## config.mk

```make
export PLATFORM = sky130hd
export DESIGN_NAME = fft_capture_ctrl
export DESIGN_NICKNAME = d
export VERILOG_FILES = /design/src/rtl/fft_capture_ctrl.sv
export SDC_FILE = /design/constraint.sdc
export NUM_CORES = 1
export LEC_CHECK = 0
export BUFFER_PORTS_ARGS = -buffer_cell sky130_fd_sc_hd__buf_4
export CORE_ASPECT_RATIO = 0.7
export CORE_MARGIN = 5
export CORE_UTILIZATION = 48
export CTS_CLUSTER_SIZE = 24
export DETAILED_ROUTE_END_ITERATION = 12
export GPL_TIMING_DRIVEN = 0
export PLACE_DENSITY = 0.71
export SYNTH_ARGS = -nofsm -noshare
export SYNTH_HDL_FRONTEND = slang
export SYNTH_SLANG_ARGS = --single-unit
```

## constraint.sdc

```tcl
create_clock -name clk -period 3.4 [get_ports clk]
set_clock_uncertainty 0.15 [all_clocks]
set_input_delay 0.68 -clock clk [delete_from_list [all_inputs] [get_ports clk]]
set_output_delay 0.68 -clock clk [all_outputs]
set_load 0.1 [all_outputs]
```

## src/rtl/fft_capture_ctrl.sv

```systemverilog
// -----------------------------------------------------------------------------
// fft_capture_ctrl
//
// Purpose:
//   Captures one frame of 2^FRAME_LEN_LOG2 decimated samples from a stream
//   that cannot be stalled, and forwards them to the FFT input FIFO through
//   a registered valid/ready output stage. After a start pulse the block
//   waits STARTUP_CYCLES cycles for the front end to settle, then captures
//   the frame. With the optional trigger it first waits in ARM for a rising
//   crossing of trig_level.
//
// Optional feature:
//   FFT_CAPTURE_TRIGGER_EN  when defined, adds the trig_level input and the
//                           ARM state (rising-edge trigger on the decimated
//                           stream). When undefined, STARTUP goes straight
//                           to CAPTURE.
//
// Ports:
//   clk, rst_n            clock, asynchronous active-low reset
//   start, abort          single-cycle frame request / cancel
//   freq_div[7:0]         decimation: one sample every freq_div*256+1 cycles
//   s_tdata, s_tvalid     input sample stream (no backpressure)
//   trig_level            signed trigger threshold (trigger build only)
//   m_tdata, m_tvalid,
//   m_tready, m_tlast     output stream to the FFT FIFO
//   busy                  high in every state except IDLE
//   done                  one-cycle pulse when a frame completes
//   overflow              sticky: a sample was dropped while the output stalled
//   frame_cnt[15:0]       completed frames, wrapping
// -----------------------------------------------------------------------------
module fft_capture_ctrl #(
    parameter int DATA_WIDTH     = 16,
    parameter int FRAME_LEN_LOG2 = 10,
    parameter int STARTUP_CYCLES = 256
) (
    input  logic                         clk,
    input  logic                         rst_n,
    input  logic                         start,
    input  logic                         abort,
    input  logic [7:0]                   freq_div,
    input  logic [DATA_WIDTH-1:0]        s_tdata,
    input  logic                         s_tvalid,
`ifdef FFT_CAPTURE_TRIGGER_EN
    input  logic signed [DATA_WIDTH-1:0] trig_level,
`endif
    output logic [DATA_WIDTH-1:0]        m_tdata,
    output logic                         m_tvalid,
    input  logic                         m_tready,
    output logic                         m_tlast,
    output logic                         busy,
    output logic                         done,
    output logic                         overflow,
    output logic [15:0]                  frame_cnt
);

    // Index is one bit wider than the frame so "all samples loaded" is the
    // distinct value FRAME_N rather than a wrap back to 0.
    localparam int IW = FRAME_LEN_LOG2 + 1;
    localparam logic [IW-1:0] FRAME_N  = IW'(2 ** FRAME_LEN_LOG2);
    localparam logic [IW-1:0] IDX_LAST = IW'(2 ** FRAME_LEN_LOG2 - 1);
    localparam int SW = (STARTUP_CYCLES > 1) ? $clog2(STARTUP_CYCLES) : 1;
    localparam logic [SW-1:0] SU_LAST = SW'(STARTUP_CYCLES - 1);

    typedef enum logic [2:0] {
        ST_IDLE    = 3'd0,
        ST_STARTUP = 3'd1,
`ifdef FFT_CAPTURE_TRIGGER_EN
        ST_ARM     = 3'd2,
`endif
        ST_CAPTURE = 3'd3,
        ST_DONE    = 3'd4
    } state_t;

`ifdef FFT_CAPTURE_TRIGGER_EN
    localparam state_t AFTER_STARTUP = ST_ARM;
`else
    localparam state_t AFTER_STARTUP = ST_CAPTURE;
`endif

    state_t                  state_reg, state_next;
    logic [SW-1:0]           su_cnt_reg;
    logic [15:0]             dec_cnt_reg;
    logic [IW-1:0]           idx_reg;
    logic [DATA_WIDTH-1:0]   m_tdata_reg;
    logic                    m_tvalid_reg;
    logic                    m_tlast_reg;
    logic                    overflow_reg;
    logic [15:0]             frame_cnt_reg;

    logic [15:0] dec_limit;
    logic        strobe;
    logic        dec_run;
    logic        handshake;
    logic        out_free;
    logic        cap_take;
    logic        trig_hit;
    logic        load;
    logic        drop;

    assign dec_limit = {freq_div, 8'h00};
    assign strobe    = (dec_cnt_reg == 16'd0);
    assign handshake = m_tvalid_reg && m_tready;
    // The output register can take a new sample if it is empty or is being
    // emptied on this same edge.
    assign out_free  = !m_tvalid_reg || m_tready;
    assign cap_take  = (state_reg == ST_CAPTURE) && s_tvalid && strobe && (idx_reg != FRAME_N);

`ifdef FFT_CAPTURE_TRIGGER_EN
    logic signed [DATA_WIDTH-1:0] prev_sample_reg;
    logic                         prev_valid_reg;

    assign dec_run  = (state_reg == ST_CAPTURE) || (state_reg == ST_ARM);
    // The crossing sample itself becomes index 0 of the frame.
    assign trig_hit = (state_reg == ST_ARM) && s_tvalid && strobe && prev_valid_reg
                      && (prev_sample_reg < trig_level)
                      && ($signed(s_tdata) >= trig_level);

    always_ff @(posedge clk or negedge rst_n) begin
        if (!rst_n) begin
            prev_sample_reg <= '0;
            prev_valid_reg  <= 1'b0;
        end else if (state_reg == ST_ARM) begin
            if (s_tvalid && strobe) begin
                prev_sample_reg <= $signed(s_tdata);
                prev_valid_reg  <= 1'b1;
            end
        end else begin
            prev_valid_reg <= 1'b0;
        end
    end
`else
    assign dec_run  = (state_reg == ST_CAPTURE);
    assign trig_hit = 1'b0;
`endif

    assign load = (cap_take || trig_hit) && out_free && !abort;
    assign drop = cap_take && !out_free && !abort;

    always_comb begin
        state_next = state_reg;
        case (state_reg)
            ST_IDLE:    if (start) state_next = ST_STARTUP;
            ST_STARTUP: if (su_cnt_reg == SU_LAST) state_next = AFTER_STARTUP;
`ifdef FFT_CAPTURE_TRIGGER_EN
            ST_ARM:     if (trig_hit) state_next = ST_CAPTURE;
`endif
            ST_CAPTURE: if (handshake && m_tlast_reg) state_next = ST_DONE;
            ST_DONE:    state_next = ST_IDLE;
            default:    state_next = ST_IDLE;
        endcase
        if (abort) state_next = ST_IDLE;
    end

    always_ff @(posedge clk or negedge rst_n) begin
        if (!rst_n) begin
            state_reg <= ST_IDLE;
        end else begin
            state_reg <= state_next;
        end
    end

    always_ff @(posedge clk or negedge rst_n) begin
        if (!rst_n) begin
            su_cnt_reg    <= '0;
            dec_cnt_reg   <= '0;
            idx_reg       <= '0;
            m_tdata_reg   <= '0;
            m_tvalid_reg  <= 1'b0;
            m_tlast_reg   <= 1'b0;
            overflow_reg  <= 1'b0;
            frame_cnt_reg <= '0;
        end else begin
            if (state_reg == ST_STARTUP && state_next == ST_STARTUP)
                su_cnt_reg <= su_cnt_reg + 1'b1;
            else
                su_cnt_reg <= '0;

            // The counter restarts on CAPTURE entry so the first capture
            // cycle always carries a strobe.
            if (state_next == ST_CAPTURE && state_reg != ST_CAPTURE)
                dec_cnt_reg <= '0;
            else if (dec_run)
                dec_cnt_reg <= (dec_cnt_reg == dec_limit) ? 16'd0 : dec_cnt_reg + 16'd1;
            else
                dec_cnt_reg <= '0;

            if (state_reg == ST_IDLE || abort)
                idx_reg <= '0;
            else if (load)
                idx_reg <= idx_reg + 1'b1;

            if (abort) begin
                m_tvalid_reg <= 1'b0;
                m_tlast_reg  <= 1'b0;
            end else if (load) begin
                m_tdata_reg  <= s_tdata;
                m_tvalid_reg <= 1'b1;
                m_tlast_reg  <= (idx_reg == IDX_LAST);
            end else if (handshake) begin
                m_tvalid_reg <= 1'b0;
                m_tlast_reg  <= 1'b0;
            end

            if (state_reg == ST_IDLE && start && !abort)
                overflow_reg <= 1'b0;
            else if (drop)
                overflow_reg <= 1'b1;

            if (state_reg == ST_DONE && !abort)
                frame_cnt_reg <= frame_cnt_reg + 16'd1;
        end
    end

    assign m_tdata   = m_tdata_reg;
    assign m_tvalid  = m_tvalid_reg;
    assign m_tlast   = m_tlast_reg;
    assign busy      = (state_reg != ST_IDLE);
    assign done      = (state_reg == ST_DONE);
    assign overflow  = overflow_reg;
    assign frame_cnt = frame_cnt_reg;

endmodule
```

# After elaboration in Yosys (flattened, before gate mapping)
# Index checks and enable logic that the tools add are counted.
dict set report op_classes {
  add_sub_neg 4
  multipliers 0
  div 0
  order_cmp 0
  eq_ne 10
  shifts 0
  muxes 18
  bitwise 1
  reduce_logical 26
}
# operator n
set ops {}
lappend ops {{16-bit 2-to-1 mux} 3}
lappend ops {{16-bit by 1-bit adder with 16-bit output (second input constant)} 2}
lappend ops {{11-bit 2-to-1 mux} 2}
lappend ops {{16-bit == test} 1}
lappend ops {{16-bit zero test} 1}
lappend ops {{1-bit logical AND} 14}
lappend ops {{3-bit 2-to-1 mux} 4}
lappend ops {{11-bit by 1-bit adder with 11-bit output (second input constant)} 1}
lappend ops {{11-bit by 10-bit == test with 1-bit output (second input constant)} 1}
lappend ops {{11-bit inequality test (second input constant)} 1}
lappend ops {{3-bit one-hot mux with 3 select lines} 1}
lappend ops {{8-bit by 1-bit adder with 8-bit output (second input constant)} 1}
lappend ops {{8-bit == test (second input constant)} 1}
lappend ops {{8-bit 2-to-1 mux} 1}
lappend ops {{1-bit 2-to-1 mux} 7}
lappend ops {{3-bit by 1-bit == test with 1-bit output (second input constant)} 2}
lappend ops {{3-bit by 2-bit == test with 1-bit output (second input constant)} 2}
lappend ops {{3-bit nonzero test} 2}
lappend ops {{2-bit nonzero test} 2}
lappend ops {{3-bit == test (second input constant)} 1}
lappend ops {{1-bit zero test} 3}
lappend ops {{3-bit zero test} 1}
lappend ops {{3-bit by 2-bit inequality test with 1-bit output (second input constant)} 1}
lappend ops {{1-bit logical OR} 2}
lappend ops {{2 further kinds} 2}
dict set report word_totals {
  ff_bits 73
  latchBits 0
  ramBits 0
  rom_bits 0
  input_bits 30
  out_inout_bits 37
  word_cells 68
  n_memories 0
}

# Depth between registers and ports, before layout
# Gate-level depths: netlist of run 1.
dict set report depth {
  ltp_word 8
  ltp_mapped 8
  depth_no_buf 7
}

# Least setup slack after synthesis of run 1
# No wires, ideal clock.
dict set report synth_path {
  path_kind {flip-flop to output port}
  startpoint {register state_reg[1]}
  endpoint {output port done}
  arrival_time_ps 2641
  t_required_ps 2570
  setup_slack_ps -71
  stages_incl_launch_ff 2
  path_buffers 0
  cell_sequence {dfrtp_1 > nor3b_1}
}
dict set report synth_between {
  elab_chain_cells 1
}
# item line_no
set synth_rtl {}
lappend synth_rtl {{start: declaration} 80} ;# state_t state_reg, state_next;
lappend synth_rtl {{start signal: assignment} 158} ;# state_reg <= state_next;
lappend synth_rtl {{3-bit == test} 218} ;# assign done = (state_reg == ST_DONE);
lappend synth_rtl {{end: declaration} 51} ;# output logic done,
# No other way between the ends.

# Worst setup path after layout of run 1
dict set report layout_path {
  startpoint {register dec_cnt_reg[9]}
  endpoint {register m_tdata_reg[7], in the netlist m_tdata[7]}
}
dict set report layout_between {
  elab_chain_cells 6
}
# item line_no
set layout_rtl {}
lappend layout_rtl {{start: declaration} 82} ;# logic [15:0] dec_cnt_reg;
lappend layout_rtl {{start signal: assignment} 183} ;# dec_cnt_reg <= (dec_cnt_reg == dec_limit) ? 16'd0 : dec_cnt_reg + 16'd1;
lappend layout_rtl {{16-bit zero test} 101} ;# assign strobe = (dec_cnt_reg == 16'd0);
lappend layout_rtl {{1-bit logical AND (2 in series)} 106} ;# assign cap_take = (state_reg == ST_CAPTURE) && s_tvalid && strobe && (idx_reg != FRAME_N);
lappend layout_rtl {{1-bit logical AND (2 in series)} 136} ;# assign load = (cap_take || trig_hit) && out_free && !abort;
lappend layout_rtl {{2-bit AND reduction (no source line)} --}
lappend layout_rtl {{end signal: assignment} 196} ;# m_tdata_reg <= s_tdata;
lappend layout_rtl {{end: declaration} 84} ;# logic [DATA_WIDTH-1:0] m_tdata_reg;
# No other way between the ends.
# A chain may end at the register's enable or synchronous reset.

==> results of run 1 <==
cells in the final DEF, fill, tap and decap left out, types with 6 or more instances in the layout:
| cell | instances |
|---|---|
| inv_1 | 11 |
| xnor2_1 | 20 |
| a21oi_1 | 10 |
| nand4_1 | 9 |
| and3_1 | 10 |
| nand3_1 | 14 |
| xor2_1 | 23 |
| mux2_2 | 18 |
| clkbuf_8 | 11 |
| nand2_1 | 25 |
| nor2_1 | 42 |
| nor3_1 | 7 |
| ha_1 | 6 |
| dfrtp_1 | 73 |
| buf_4 | 65 |
stage by stage:
stage / hold WS [ns] / util / std cells / worst slack, ns / instance area (um^2)
after global routing: 0.357 / 0.621 / 497 / 0.212 / 4250
after detailed placement: 0.321 / 0.591 / 481 / 0.160 / 4050
final: 0.308 / 0.621 / 497 / 0.430 / 4250
after CTS: 0.338 / 0.621 / 497 / 0.399 / 4250
after floorplan: 0.234 / - / 322 / 0.578 / 3440
after global placement: 0.320 / 0.591 / 481 / 0.175 / 4050
power by group:
group | switching [mW] | leakage [nW] | total, mW | internal, mW
registers | 0.00631 | 1.01 | 0.884 | 0.877
clock network | 0.317 | 0.109 | 0.693 | 0.377
logic | 0.106 | 0.923 | 0.150 | 0.0439
total | 0.429 | 2.04 | 1.73 | 1.30
layer usage:
metal  GRT usage  wire (um)  vias to the layer above
li1            -          -                     1267
met1       0.234       3450                     1240
met2       0.253       3200                       39
met3      0.0536        269                        2
met4      0.0437         19                        0
met5           0          0                        -
worst paths after layout:
kind / from / to / slack, ns / cells past startpoint
setup / recovery: dec_cnt_reg[9]$_DFF_PN0_ / m_tdata[7]$_DFFE_PN0P_ / 0.43 / 6
hold / removal: rst_n / su_cnt_reg[6]$_DFF_PN0_ / 0.31 / 1
max in group asynchronous: rst_n / m_tdata[5]$_DFFE_PN0P_ / 2.18 / 1
setup reg to reg: dec_cnt_reg[9]$_DFF_PN0_ / m_tdata[7]$_DFFE_PN0P_ / 0.43 / 6
min in group clk: frame_cnt[15]$_DFFE_PN0P_ / frame_cnt[15]$_DFFE_PN0P_ / 0.33 / 1
hold reg to reg: frame_cnt[15]$_DFFE_PN0P_ / frame_cnt[15]$_DFFE_PN0P_ / 0.33 / 1
area by class of cell:
class	count	share of cell area
Clock buffer	11	0.0356
Inverter	11	0.00971
Buffer	7	0.00824
Sequential cell	73	0.430
Multi-Input combinational cell	231	0.362
Tap cell	94	0.0277
Clock inverter	5	0.0127
Timing Repair Buffer	65	0.115
cell families (layout without fill, tap and decap cells):
logic type                 count (synthesis)  in the layout
xor gates and xnor gates                  43             43
AOI/OAI and AO/OA                         24             24
and+or+nand+nor                          139            139
adders and majority gates                  6              6
muxes                                     19             19
DFF                                       73             73
buffers and inverters                     18             99
critical path: cells and delay by family (launching register included):
| family | cells | cell delay [ns] |
|---|---|---|
| buffers and inverters | 1 | 0.31 |
| and+or+nand+nor | 4 | 1.64 |
| DFF | 1 | 0.46 |
| muxes | 1 | 0.29 |
==> metrics.md, run 1 <==
| Metric | Value |
|---|---|
| Worst Hold Class | in2async |
| Post-Synth Simple-Gate Area | 0.211 |
| Max cap viols | 0 |
| Slowest CP cell | or4b_1 |
| Status | completed |
| Iteration-0 DRC Markers | 94 |
| Pin count of the biggest net entering global routing | 74 |
| Synth cell count leaders | dfrtp_1 (73), nor2_1 (42), nand2_1 (25), xor2_1 (23), xnor2_1 (20) |
| Final hold violations | 0 |
| Initial antenna violation count | 0 |
| Drt via density | 5.13 |
| Max-slew headroom | 0.290 |
| Leakage | 2.04 nW |
| WL/cell | 14.0 um |
| Proportion of netlist area held by the largest area contributor | 0.531 |
| Residual DRC | 0 |
| Routed WL | 6950 um |
| Worst setup path category | reg2reg |
| Die area | 8980 um^2 |
| CP Cell Sequence | or4b_1 > nor3_4 > nor4b_1 > nand2_1 > buf_2 > mux2_2 |
| Max-slew violation total from the final report | 0 |
| Post-synthesis sequential area ratio | 0.531 |
| Synth Area in Adders | 0.0218 |
| Highest clock rate | 337 MHz |
| Vias | 2548 |
| EDFF count, synth | 0 |
| Tot Pwr | 1.73 mW |
| Post-cts repair resize count | 0 |
| Number of global-route vias before repair | 2517 |
| Postcts setup bufs | 0 |
| IO buf count | 65 |
| FILL cells | 587 |
| Most frequent cell after synthesis | dfrtp_1 |
| Clock H-tree levels | 3 |
| Area delta synth->final | 23.7% |
| First-pass iteration count of the detailed router | 4 |
| Seq. cell area | 1830 um^2 |
| Post-Synth XOR/XNOR Area | 0.110 |
| Largest family of logic cells by synthesized area | simple AND/OR/NAND/NOR gates |
| CTS tree | yes |
| Synth Area per Inst | 10.7 um^2 |
| First-pass GRT wire length | 12100 um |
| Root Buffer | clkbuf_8 |
| Compound-gate portion of the synthesized area | 0.0419 |
| Io pins | 67 |
| Synth Register Bits | 73 |
| Minimum clock period | 2.97 ns |
| Max incr delay on CP | 0.59 ns |
| CP max FO | 10 |
| Die width | 111 um |
| Maximum vdd drop | 0.207 mV |
| Layout cells sized above 1 | 0.266 |
| Pwr Density | 406 nW/um^2 |
| Sum Neg Setup Slack | 0 ns |
| Area of the multi-input gates | 1540 um^2 |
| Total Routing Usage GR | 0.167 |
| Synth area leaders | dfrtp_1 (53%), mux2_2 (5.9%), xor2_1 (5.9%), xnor2_1 (5.1%), nor2_1 (4.6%) |
| Post-synthesis instance total | 322 |
| Ys flop type | dfrtp_1 |
| Post-route ant nets | 0 |
| Worst skew pair latency | 0.34 ns |
| Clk buf depth | 2 |
| Worst endpoint required time | 3.47 ns |
| CP arrival | 3.04 ns |
| Fraction of the cycle the final worst path needs | 0.873 |
| Hold bufs inserted after CTS | 0 |
| Worst-Margin Slew | 1.05 ns |
| RSZ-0062 raised after global routing | no |
| Reg clk slew, reported paths | 0.07 ns |
| Worst Setup End Kind | flop |
| Cts bufs inserted | 9 |
| Core ar. | 6850 um^2 |
| Share of flip-flops with an asynchronous set or reset | 1.00 |
| Syn Std Cell Area | 3440 um^2 |
| RD Place Congestion | 0.853 |
| Ant diodes | 0 |
| Overflow left after global routing | 0 |
| Core Rows | 25 |
| Top cell type by total area after synthesis | dfrtp_1 |
| Starting Density | 0.502 |
| Clock sinks | 73 |
| Endpoints failing setup | 0 |
| Mux cell area share after synthesis | 0.0619 |
| Die Y | 80.8 um |
| Startpoint types | flop |
| Final HPWL DP | 5060 um |
| Netlist cell types | 40 |
| Layout net count | 434 |
| Post-Syn Nets | 358 |
| YS warnings | 0 |
(Power assumes the default switching activity.)
==> inputs of run 2 (changes only) <==
--- a/config.mk
+++ b/config.mk
@@ -8,11 +8,12 @@
 export BUFFER_PORTS_ARGS = -buffer_cell sky130_fd_sc_hd__buf_4
 export CORE_ASPECT_RATIO = 0.7
 export CORE_MARGIN = 5
-export CORE_UTILIZATION = 48
+export CORE_UTILIZATION = 55
 export CTS_CLUSTER_SIZE = 24
 export DETAILED_ROUTE_END_ITERATION = 12
 export GPL_TIMING_DRIVEN = 0
-export PLACE_DENSITY = 0.71
+export PLACE_DENSITY = 0.8
+export SETUP_SLACK_MARGIN = 0.3
 export SYNTH_ARGS = -nofsm -noshare
 export SYNTH_HDL_FRONTEND = slang
 export SYNTH_SLANG_ARGS = --single-unit
==> run 2 against run 1 <==
Net effect:
- critical path depth rose by 2
- utilization increased by 7.5 points
- routed wire length increased by 8.7%
- global-route usage rose by 3.1 points
- final cell count fell by 3.2%
- setup slack gained 0.13 ns
- critical path type unchanged
- via count increased by 3.4%
==> metrics.md, run 2 (same netlist as run 1, synthesis figures left out) <==
| Metric | Value |
|---|---|
| Status | completed |
| Max incr delay on CP | 0.59 ns |
| RSZ-0062 raised after global routing | no |
| Clock sinks | 73 |
| Hold Slack | 0.294 ns |
| Worst skew pair latency | 0.35 ns |
| WL/cell | 15.7 um |
| Layout cells sized above 1 | 0.273 |
| Leakage | 2.05 nW |
| Combinational Power Share | 0.081 |
| Endpoints failing setup | 0 |
| Clk network pwr share | 0.442 |
| Residual DRC | 0 |
| Worst setup path category | reg2reg |
| Most common cell after layout, fill and taps aside | dfrtp_1 |
| Core Rows | 24 |
| Reg clk slew, reported paths | 0.08 ns |
| Int Pwr | 1.41 mW |
| CP arrival | 2.96 ns |
| Core ar. | 6160 um^2 |
| Root Buffer | clkbuf_8 |
| RD Place Congestion | 0.816 |
| Vias | 2634 |
| Max cap viols | 0 |
| Pwr Density | 432 nW/um^2 |
| Routed WL | 7550 um |
| Hold bufs inserted after CTS | 0 |
| Max-slew violation total from the final report | 0 |
| Minimum clock period | 2.84 ns |
| Sw Ratio | 0.240 |
| Total Routing Usage GR | 0.197 |
| Maximum vdd drop | 0.272 mV |
| Worst reg2reg startpoint | dec_cnt_reg[0]$_DFF_PN0_ |
| Starting Density | 0.558 |
| Slowest CP cell | or4b_4 |
| Die Y | 76.1 um |
| Startpoint types | flop |
| Worst endpoint required time | 3.52 ns |
| Final hold violations | 0 |
| Post-route ant nets | 0 |
| First-pass GRT wire length | 12700 um |
| CP Launch Point | dec_cnt_reg[0]$_DFF_PN0_ |
| Postcts setup bufs | 0 |
| First-pass iteration count of the detailed router | 5 |
| Max-slew headroom | 0.402 |
| Drt via density | 5.48 |
| CP Cell Sequence | inv_1 > ha_1 > nor4b_1 > nand2_1 > or4b_4 > buf_6 > or4_1 > a21oi_1 |
| Die width | 104 um |
| Highest clock rate | 352 MHz |
| Area delta synth->final | 24.7% |
| Fraction of the cycle the final worst path needs | 0.835 |
| Worst Setup End Kind | flop |
| FILL cells | 439 |
| Commonest non-fill, non-tap cells in the layout | dfrtp_1 (73), buf_4 (65), nor2_1 (42) |
| Ant diodes | 0 |
| Pin count of the biggest net entering global routing | 74 |
| Clk buf depth | 2 |
| Io pins | 67 |
| Worst Hold Class | in2async |
| Sum Neg Setup Slack | 0 ns |
| Worst-Margin Slew | 0.898 ns |
| CTS tree | yes |
| CP max FO | 10 |
| Clock H-tree levels | 3 |
| Cts bufs inserted | 9 |
| Switching pwr | 0.445 mW |
| Iteration-0 DRC Markers | 126 |
| Number of global-route vias before repair | 2682 |
| IO buf count | 65 |
| Initial antenna violation count | 0 |
| Finished Core Util | 0.696 |
| Overflow left after global routing | 0 |
| Die area | 7960 um^2 |
| Final HPWL DP | 5490 um |
| Reg power frac | 0.477 |
| Layout net count | 434 |
[run 2: changes by cell type in the layout (fill, tap and decap cells not counted), sizes merged]
cell,delta
clkinvlp,+2
clkinv,-2
bufinv,+2
clkbuf,-2
[run 2: worst max-delay path: cells and delay by family (launching register included)]
kind	cells	cell delay (ns)
AOI/OAI and AO/OA	1	0.15
adders and majority gates	1	0.14
DFF	1	0.42
buffers and inverters	2	0.23
and+or+nand+nor	4	1.66
[run 2: power by group through the flow]
stage | sequential, mW | clock, mW | combinational (mW)
after floorplan | 0.959 | 0 | 0.0291
after global placement | 0.900 | 0 | 0.151
after detailed placement | 0.901 | 0 | 0.153
after CTS | 0.884 | 0.832 | 0.153
after global routing | 0.885 | 0.872 | 0.162
final | 0.884 | 0.818 | 0.151
[run 2: timing repair]
item,in CTS,in global routing
setup endpoints to repair,0,12
hold endpoints to repair,0,0
gates resized for setup,0,3
[run 2: stage by stage]
step	std cells	area [um^2]	power, mW	setup slack [ns]
2_1_floorplan	322	3440	0.989	0.578
3_3_place_gp	465	4030	1.05	0.147
3_5_place_dp	465	4030	1.05	0.178
4_1_cts	481	4270	1.87	0.379
5_1_grt	481	4290	1.92	0.442
6_report	481	4290	1.85	0.562
[run 2: final timing paths]
check / endpoint / slack, ns / cells after the start
setup / recovery: idx_reg[8]$_DFFE_PN0P_ / 0.56 / 8
hold / removal: m_tdata[15]$_DFFE_PN0P_ / 0.29 / 1
setup reg to reg: idx_reg[8]$_DFFE_PN0P_ / 0.56 / 8
hold reg to reg: frame_cnt[15]$_DFFE_PN0P_ / 0.33 / 1
max in group asynchronous: frame_cnt[14]$_DFFE_PN0P_ / 2.22 / 1
min in group clk: frame_cnt[15]$_DFFE_PN0P_ / 0.33 / 1
[run 2: per-layer routing]
layer	up-vias	track usage	share of wire
met3	6	0.0652	0.065
li1	1265	-	-
met5	-	0	0
met4	0	0.0608	0.010
met2	79	0.312	0.49
met1	1284	0.258	0.44
[run 2: cell type report]
| class | count | area (um^2) | share of cell area |
|---|---|---|---|
| Sequential cell | 73 | 1830 | 0.426 |
| Multi-Input combinational cell | 231 | 1550 | 0.363 |
| Timing Repair Buffer | 65 | 488 | 0.114 |
| Clock buffer | 9 | 124 | 0.0289 |
| Clock inverter | 7 | 119 | 0.0277 |
| Tap cell | 78 | 97.6 | 0.0228 |
| Inverter | 11 | 41.3 | 0.00964 |
| Buffer | 7 | 35.0 | 0.00818 |
==> inputs of run 3 (changes only) <==
--- a/config.mk
+++ b/config.mk
@@ -8,11 +8,11 @@
 export BUFFER_PORTS_ARGS = -buffer_cell sky130_fd_sc_hd__buf_4
 export CORE_ASPECT_RATIO = 0.7
 export CORE_MARGIN = 5
-export CORE_UTILIZATION = 55
+export CORE_UTILIZATION = 50
 export CTS_CLUSTER_SIZE = 24
 export DETAILED_ROUTE_END_ITERATION = 12
 export GPL_TIMING_DRIVEN = 0
-export PLACE_DENSITY = 0.8
+export PLACE_DENSITY = 0.76
 export SETUP_SLACK_MARGIN = 0.3
 export SYNTH_ARGS = -nofsm -noshare
 export SYNTH_HDL_FRONTEND = slang
==> constraint.sdc (replaced) <==
create_clock -name clk -period 2.4 [get_ports clk]
set_clock_uncertainty 0.15 [all_clocks]
set_input_delay 0.48 -clock clk [delete_from_list [all_inputs] [get_ports clk]]
set_output_delay 0.48 -clock clk [all_outputs]
set_load 0.1 [all_outputs]
==> run 3 against run 2 <==
Net effect:
- the run now ends with setup timing left
- highest routed layer unchanged
- critical path depth down 2
- final cell count up 8.3%
- routed wire length up 11%
- global-route usage up 0.17 points
==> metrics.md, run 3 (same netlist as run 1, synthesis figures left out) <==
| Metric | Value |
|---|---|
| Highest clock rate | 379 MHz |
| Final hold violations | 0 |
| Hold bufs inserted after CTS | 0 |
| Number of global-route vias before repair | 2732 |
| Residual DRC | 0 |
| GR Util met2 | 0.314 |
| Total Routing Usage GR | 0.199 |
| Finished Core Util | 0.696 |
| Layout net count | 458 |
| Maximum vdd drop | 0.281 mV |
| R2r setup slk | -0.24 ns |
| Routed WL | 8370 um |
| R2R Path End | idx_reg[4]$_DFFE_PN0P_ |
| Hold Slack | 0.106 ns |
| Reg2Reg Depth | 6 |
| Root Buffer | clkbuf_8 |
| Die Y | 79.4 um |
| CP arrival | 2.76 ns |
| Met1 usage | 0.259 |
| Max-slew headroom | 0.393 |
| Max cap viols | 0 |
| Worst reg2reg startpoint | dec_cnt_reg[9]$_DFF_PN0_ |
| Max-slew violation total from the final report | 0 |
| Worst-Margin Slew | 0.911 ns |
| Overflow left after global routing | 0 |
| Die width | 109 um |
| Iteration-0 DRC Markers | 114 |
| Startpoint types | flop |
| First-pass GRT wire length | 13400 um |
| Endpoints failing setup | 23 |
| Failing checks | setup timing |
| Gr busiest metal | met2 |
| Ant diodes | 0 |
| Worst Hold Class | in2async |
| Vias | 2785 |
| Leakage | 2.29 nW |
| PnR worst setup slack | -0.237 ns |
| Met3 Usage GRT | 0.0496 |
| Pwr Density | 544 nW/um^2 |
| Area delta synth->final | 36.2% |
| Worst setup path category | reg2reg |
| Post-route ant nets | 0 |
| IO buf count | 65 |
| Most common cell after layout, fill and taps aside | buf_4 |
| RD Place Congestion | 0.825 |
| WL/cell | 16.1 um |
| Commonest non-fill, non-tap cells in the layout | buf_4 (83), dfrtp_1 (65), nor2_1 (42) |
| Initial antenna violation count | 0 |
| Layout cells sized above 1 | 0.377 |
| Clock H-tree levels | 3 |
| Minimum clock period | 2.64 ns |
| Io pins | 67 |
| Clock sinks | 73 |
| Status | finished with violations |
| Reg clk slew, reported paths | 0.08 ns |
| CTS tree | yes |
| RSZ-0062 raised after global routing | yes |
| Tot Pwr | 2.55 mW |
| Pin count of the biggest net entering global routing | 74 |
| Worst skew pair latency | 0.35 ns |
| Die area | 8660 um^2 |
| Fraction of the cycle the final worst path needs | 1.10 |
| Cts bufs inserted | 9 |
| First-pass iteration count of the detailed router | 4 |
| Clk buf depth | 2 |
| Core Rows | 25 |
| CP max FO | 2 |
| Worst Setup End Kind | flop |
| Final HPWL DP | 5290 um |
| Starting Density | 0.511 |
| Core ar. | 6730 um^2 |
| Drt via density | 5.35 |
| Worst endpoint required time | 2.53 ns |
-- run 3: cell types whose count changed in the layout (fill, tap and decap cells not counted), sizes merged --
cell / change
buf: +24
clkbuf: +2
clkinvlp: -2
bufinv: -1
clkinv: +1
-- run 3: metrics by stage --
| step | setup TNS (ns) | std cells | worst slack [ns] | area [um^2] |
|---|---|---|---|---|
| 2_1_floorplan | -0.889 | 322 | -0.211 | 3480 |
| 3_3_place_gp | -5.16 | 481 | -0.397 | 4080 |
| 3_5_place_dp | -6.69 | 481 | -0.452 | 4080 |
| 4_1_cts | -0.881 | 514 | -0.201 | 4580 |
| 5_1_grt | -3.52 | 521 | -0.298 | 4680 |
| 6_report | -1.99 | 521 | -0.237 | 4680 |
-- run 3: worst max path at each step --
stage / cells past startpoint / start / to
floorplan: 6 / dec_cnt_reg[14]$_DFF_PN0_ / idx_reg[8]$_DFFE_PN0P_
global placement: 7 / s_tvalid / idx_reg[10]$_DFFE_PN0P_
detailed placement: 7 / s_tvalid / idx_reg[10]$_DFFE_PN0P_
CTS: 6 / dec_cnt_reg[10]$_DFF_PN0_ / idx_reg[8]$_DFFE_PN0P_
global route: 6 / dec_cnt_reg[9]$_DFF_PN0_ / idx_reg[4]$_DFFE_PN0P_
finish: 6 / dec_cnt_reg[9]$_DFF_PN0_ / idx_reg[4]$_DFFE_PN0P_
-- run 3: area by class of cell --
| cell class | count | area, um^2 |
|---|---|---|
| Inverter | 11 | 41.3 |
| Fill cell | 502 | 2040 |
| Timing Repair Buffer | 89 | 694 |
| Sequential cell | 73 | 1840 |
| Clock inverter | 5 | 78.8 |
| Clock buffer | 11 | 141 |
| Buffer | 7 | 65.1 |
| Multi-Input combinational cell | 231 | 1710 |
| Tap cell | 94 | 118 |
-- run 3: layer usage --
| metal | up-vias | part of all wire |
|---|---|---|
| li1 | 1318 | - |
| met1 | 1371 | 0.42 |
| met2 | 68 | 0.50 |
| met3 | 28 | 0.052 |
| met4 | 0 | 0.029 |
| met5 | - | 0 |
-- run 3: repair_timing --
item | CTS | global route
pin swaps | 8 | 8
setup endpoints to repair | 44 | 47
gates resized for setup | 40 | 15
setup buffers | 17 | 7
-- run 3: power by group --
part | switching, mW | total (mW) | internal (mW)
Sequential | 0.0104 | 1.25 | 1.24
Clock | 0.454 | 1.07 | 0.612
Combinational | 0.158 | 0.227 | 0.0700
Total | 0.621 | 2.55 | 1.93
-- run 3: worst max-delay path, cell delays in order (launching register included) --
cell and delay (ns):
dfrtp_2 0.42, or4b_4 0.53, nor3_4 0.19, or4b_4 0.51
buf_6 0.14, or4_1 0.49, a21oi_2 0.14
